**config.mk**
```make
export PLATFORM = sky130hd
export DESIGN_NAME = uart_tx_arbiter
export DESIGN_NICKNAME = d
export VERILOG_FILES = /design/src/rtl/uart_tx_arbiter.sv
export SDC_FILE = /design/constraint.sdc
export NUM_CORES = 1
export LEC_CHECK = 0
export BUFFER_PORTS_ARGS = -buffer_cell sky130_fd_sc_hd__buf_2
export CAP_MARGIN = 25
export CORE_MARGIN = 4
export CORE_UTILIZATION = 40
export CTS_CLUSTER_DIAMETER = 80
export CTS_CLUSTER_SIZE = 14
export DETAILED_ROUTE_END_ITERATION = 6
export PLACE_DENSITY_LB_ADDON = 0.3
export SLEW_MARGIN = 15
export SYNTH_ARGS = -nofsm -noshare
export SYNTH_HDL_FRONTEND = slang
export SYNTH_SLANG_ARGS = --single-unit
```
**constraint.sdc**
```tcl
create_clock -name clk -period 3.6 [get_ports clk]
set_input_delay 0.9 -clock clk [delete_from_list [all_inputs] [get_ports clk]]
set_output_delay 0.9 -clock clk [all_outputs]
set_load 0.05 [all_outputs]
```
**src/rtl/uart_tx_arbiter.sv**
```systemverilog
// Round-robin arbiter sharing one UART TX FIFO push port among NUM_REQ
// byte streams, with message lock, burst cap and stall timeout.
// Ports: clk, rst_n (sync, active-low); req_valid/req_data/req_last in,
//   req_ready out (per requester); tx_valid/tx_data out, tx_ready in
//   (FIFO push); gnt one-hot grant, busy; err_timeout pulse, err_src.
// Option: define UART_ARB_PRIO0_EN to make requester 0 win every
//   IDLE decision without moving the round-robin pointer.
module uart_tx_arbiter #(
  parameter int NUM_REQ     = 4,
  parameter int MAX_BURST   = 16,
  parameter int TIMEOUT_CYC = 255,
  localparam int IW = $clog2(NUM_REQ),
  localparam int BW = $clog2(MAX_BURST + 1),
  localparam int TW = $clog2(TIMEOUT_CYC + 1)
) (
  input  logic                 clk,
  input  logic                 rst_n,
  input  logic [NUM_REQ-1:0]   req_valid,
  input  logic [8*NUM_REQ-1:0] req_data,
  input  logic [NUM_REQ-1:0]   req_last,
  output logic [NUM_REQ-1:0]   req_ready,
  output logic                 tx_valid,
  output logic [7:0]           tx_data,
  input  logic                 tx_ready,
  output logic [NUM_REQ-1:0]   gnt,
  output logic                 busy,
  output logic                 err_timeout,
  output logic [IW-1:0]        err_src
);

  typedef enum logic {IDLE, GRANT} state_e;

  state_e        state_q, state_d;
  logic [IW-1:0] g_q, g_d;
  logic [IW-1:0] rr_q, rr_d;
  logic [IW-1:0] src_q, src_d;
  logic [BW-1:0] beat_q, beat_d;
  logic [TW-1:0] idle_q, idle_d;
  logic          err_q, err_d;
  logic [IW-1:0] pick;
  logic [IW-1:0] idx;
  logic [7:0]    sel_data;
  logic          xfer;
  logic          rel;

  // Downward scan so the lowest offset from rr_q wins.
  always_comb begin
    pick = rr_q;
    idx  = '0;
    for (int k = NUM_REQ - 1; k >= 0; k--) begin
      idx = IW'((int'(rr_q) + k) % NUM_REQ);
      if (req_valid[idx]) pick = idx;
    end
`ifdef UART_ARB_PRIO0_EN
    if (req_valid[0]) pick = '0;
`endif
  end

  always_comb begin
    sel_data = 8'h00;
    for (int i = 0; i < NUM_REQ; i++) begin
      if (g_q == IW'(i)) sel_data = req_data[8*i +: 8];
    end
  end

  assign busy        = (state_q == GRANT);
  assign gnt         = busy ? ({{(NUM_REQ-1){1'b0}}, 1'b1} << g_q)
                            : '0;
  assign tx_valid    = busy & req_valid[g_q];
  assign tx_data     = tx_valid ? sel_data : 8'h00;
  assign req_ready   = gnt & {NUM_REQ{tx_ready}};
  assign xfer        = tx_valid & tx_ready;
  assign err_timeout = err_q;
  assign err_src     = src_q;

  always_comb begin
    state_d = state_q;
    g_d     = g_q;
    rr_d    = rr_q;
    beat_d  = beat_q;
    idle_d  = idle_q;
    err_d   = 1'b0;
    src_d   = src_q;
    rel     = 1'b0;
    unique case (state_q)
      IDLE: begin
        if (|req_valid) begin
          state_d = GRANT;
          g_d     = pick;
          beat_d  = '0;
          idle_d  = '0;
        end
      end
      GRANT: begin
        // Backpressure (valid, not ready) touches neither counter.
        unique case (1'b1)
          xfer: begin
            beat_d = beat_q + 1'b1;
            idle_d = '0;
            rel    = req_last[g_q] |
                     (beat_q == BW'(MAX_BURST - 1));
          end
          !tx_valid: begin
            if (idle_q != TW'(TIMEOUT_CYC))
              idle_d = idle_q + 1'b1;
            if (idle_q == TW'(TIMEOUT_CYC - 1)) begin
              rel   = 1'b1;
              err_d = 1'b1;
              src_d = g_q;
            end
          end
          default: ;
        endcase
        if (rel) begin
          state_d = IDLE;
          rr_d    = (g_q == IW'(NUM_REQ - 1)) ? '0 : g_q + 1'b1;
`ifdef UART_ARB_PRIO0_EN
          if (g_q == '0) rr_d = rr_q;
`endif
        end
      end
    endcase
  end

  always_ff @(posedge clk) begin
    if (!rst_n) begin
      state_q <= IDLE;
      g_q     <= '0;
      rr_q    <= '0;
      beat_q  <= '0;
      idle_q  <= '0;
      err_q   <= 1'b0;
      src_q   <= '0;
    end else begin
      state_q <= state_d;
      g_q     <= g_d;
      rr_q    <= rr_d;
      beat_q  <= beat_d;
      idle_q  <= idle_d;
      err_q   <= err_d;
      src_q   <= src_d;
    end
  end

endmodule

```
==> impl_metrics.py <==
metrics = {
    "run_status": {
        "status": "completed",
    },
    "clock_tree": {
        "cts_hold_buf": 0,
        "cts_made_buffers": 3,
        "postCtsSetupRepairBufs": 0,
        "clock_path_buffers": 2,
        "cts_tree": "yes",
        "insertion_delay_ns": 0.26,
        "cts_resized": 0,
        "cts-root-buf": "clkbuf_8",
        "cts.sinks": 21,
        "cts.clk_slew.worst_paths_ns": 0.08,
        "h-tree-depth": 1,
    },
    "timing": {
        "period_needed_ns": 3.21,
        "rsz0062_at_grt": "false",
        "worst_slack_ns": 0.388,
        "fin_tns_setup_ns": 0,
        "final-hold-violation-count": 0,
        "max_slew_margin_pct": 58.4,
        "setup_violations": 0,
        "fmax_mhz": 311,
        "fin_hold_ws_ns": 0.473,
        "drv_slew": 0,
        "tightest_slew_ns": 0.624,
        "finClkSkew_ns": 0.00555,
        "fin_crit_sh_pct": 89.2,
    },
    "floorplan": {
        "initial_core_util_pct": 42.5,
        "core_um2": 3770,
        "die_x_um": 71.3,
        "die_h_um": 71.3,
        "dieArea_um2": 5090,
        "io_pins": 64,
        "num_rows": 22,
    },
    "detailed_routing": {
        "wl_per_cell_um": 12.8,
        "drt_iter0_drc": 46,
        "via_per_inst": 5.29,
        "vias": 1635,
        "ant_nets": 0,
        "dr.pass1.iters": 4,
        "wl_mm": 3.95,
        "drc_errors": 0,
    },
    "synth": {
        "syn_inst": 205,
        "yosysTopAreaCell": "dfxtp_1",
        "ys_ff_latch": 21,
        "synth_top_area_share_pct": 26.2,
        "async_reset_ff_share_pct": 0,
        "netlist_top_cells_area": "dfxtp_1, nor2b_1, ha_1, nor2_1, a21oi_1",
        "yosys_warnings": 0,
        "synth_area_um2": 1600,
        "synth-main-ff-cell": "dfxtp_1",
        "yosysUniqueCellTypes": 41,
        "synth_edf_count": 0,
        "yosysSeqAreaShare_pct": 26.2,
        "syn-num-nets": 256,
        "avgSynthCellArea_um2": 7.82,
    },
    "final_layout": {
        "layout_commonest_cell": "buf_2",
        "drive_gt1_share_pct": 28.7,
        "area_growth_pct": 23.2,
        "n_fill_cell": 396,
        "diodes": 0,
        "final_cell_mix": "buf_2, nor2b_1, nor2_1",
        "finalNetCount": 313,
    },
    "setup_path": {
        "crit_arrival_ns": 2.31,
        "crit_required_ns": 2.70,
        "cp-start-kind": "register",
        "crit_type": "reg2out",
        "reg2regPathDepth": 5,
        "r2r-start": "g_q[0]",
        "critPathMaxFanout": 18,
        "rr_endpoint": "idle_q[5]",
        "end_kind": "output pin",
        "r2r_setup_slack_ns": 1.27,
    },
    "global_routing": {
        "antenna_found_initial": 0,
        "track_usage_pct": 15.7,
        "gr-total-overflow": 0,
        "use_met1_pct": 21.6,
        "grt_pass1_wl_mm": 6.60,
        "grt_max_degree": 20,
        "grt_pass1_vias": 1414,
        "met3_usage_pct": 2.24,
        "met2_usage_pct": 24.8,
        "grt.busiest_layer": "met2",
    },
    "place": {
        "gp_congestion": 0.776,
        "dp_hpwl_mm": 3.08,
        "dpl_worst_slack_ns": 0.413,
        "port-buffer-count": 63,
    },
    "power": {
        "p_leak_nw": 0.867,
        "ir_drop_mv": 0.201,
        "power.density_nw_per_um2": 304,
    },
    "run": {
        "cap_violations": 0,
    },
    "hold_path": {
        "hold_depth": 2,
        "hp-class": "reg2reg",
        "min_to": "beat_q[4]",
        "min_from": "beat_q[4]",
    },
}
synth_stat cells (2+ instances only):
| master | count |
|---|---|
| nor2b_1 | 24 |
| nor2_1 | 23 |
| dfxtp_1 | 21 |
| a21oi_1 | 14 |
| nor3_1 | 12 |
| nand2_1 | 11 |
| clkbuf_1 | 10 |
| o21ai_0 | 10 |
| inv_1 | 9 |
| a221oi_1 | 8 |
| ha_1 | 8 |
| and2_1 | 7 |
| and3_1 | 6 |
| nand3_1 | 5 |
| mux2i_1 | 4 |
| xor2_1 | 4 |
| or3_1 | 3 |
| mux2_2 | 2 |
| nand4_1 | 2 |
critical path, stage by stage (launching register included):
cell	delay, ns
dfxtp_1	0.56
ha_1	0.58
nor2b_1	0.09
a221oi_1	0.29
nor3_1	0.09
a21oi_1	0.16
nor2_1	0.05
buf_2	0.22
where the power goes:
group	internal, W	switching, W	total (W)
combinational	0.0000735	0.000123	0.000196
sequential	0.000237	0.0000107	0.000248
clock	0.0000772	0.0000791	0.000156
total	0.000388	0.000213	0.000601
cell families after synthesis:
| group | synth area share, % |
|---|---|
| simple gates | 32.9 |
| compound gates | 19.8 |
| flops | 26.2 |
| buf+inv | 5.15 |
| mux | 6.94 |
| fa+ha+maj | 6.24 |
| xor+xnor | 2.73 |
registers in the layout, summed over array words and instances (netlist names):
| register | flops |
|---|---|
| idle_q | 8 |
| err_src | 2 |
| busy | 1 |
| beat_q | 5 |
| g_q | 2 |
| err_timeout | 1 |
| rr_q | 2 |
cell type report:
cell class / count / area, um2 / share of cell area, %
clock inverters: 1 / 5.00 / 0.253
multi-input cells: 164 / 1100 / 55.7
repair buffers: 63 / 315 / 15.9
well taps: 48 / 60.1 / 3.04
inverters: 9 / 33.8 / 1.71
clock buffers: 3 / 41.3 / 2.09
flip-flops and latches: 21 / 420 / 21.3
per-stage QoR:
| stage | std cells | total power, W | util (%) | cell area [um2] |
|---|---|---|---|---|
| floorplan | 205 | 0.000396 | - | 1600 |
| global placement | 305 | 0.000448 | 51.2 | 1930 |
| detailed placement | 305 | 0.000450 | 51.2 | 1930 |
| CTS | 309 | 0.000609 | 52.4 | 1980 |
| global route | 309 | 0.000636 | 52.4 | 1980 |
| finish | 309 | 0.000601 | 52.4 | 1980 |
layer usage:
layer  part of all wire [%]  up-vias
li1                       -      844
met1                     48      736
met2                     44       50
met3                    6.7        5
met4                    1.4        0
met5                      0        -
worst max path at each step:
| stage | startpoint | to | slack [ns] | cells past startpoint |
|---|---|---|---|---|
| 3_3_place_gp | req_valid[3] | tx_data[6] | 0.43 | 5 |
| 2_1_floorplan | req_valid[1] | tx_data[0] | 0.54 | 4 |
| 5_1_grt | g_q[0] | tx_data[5] | 0.11 | 7 |
| 4_1_cts | g_q[0] | tx_data[5] | 0.37 | 7 |
| 6_report | g_q[0] | tx_data[5] | 0.39 | 7 |
| 3_5_place_dp | req_valid[3] | tx_data[5] | 0.41 | 5 |
No activity file was read; power rests on OpenSTA's default activity.
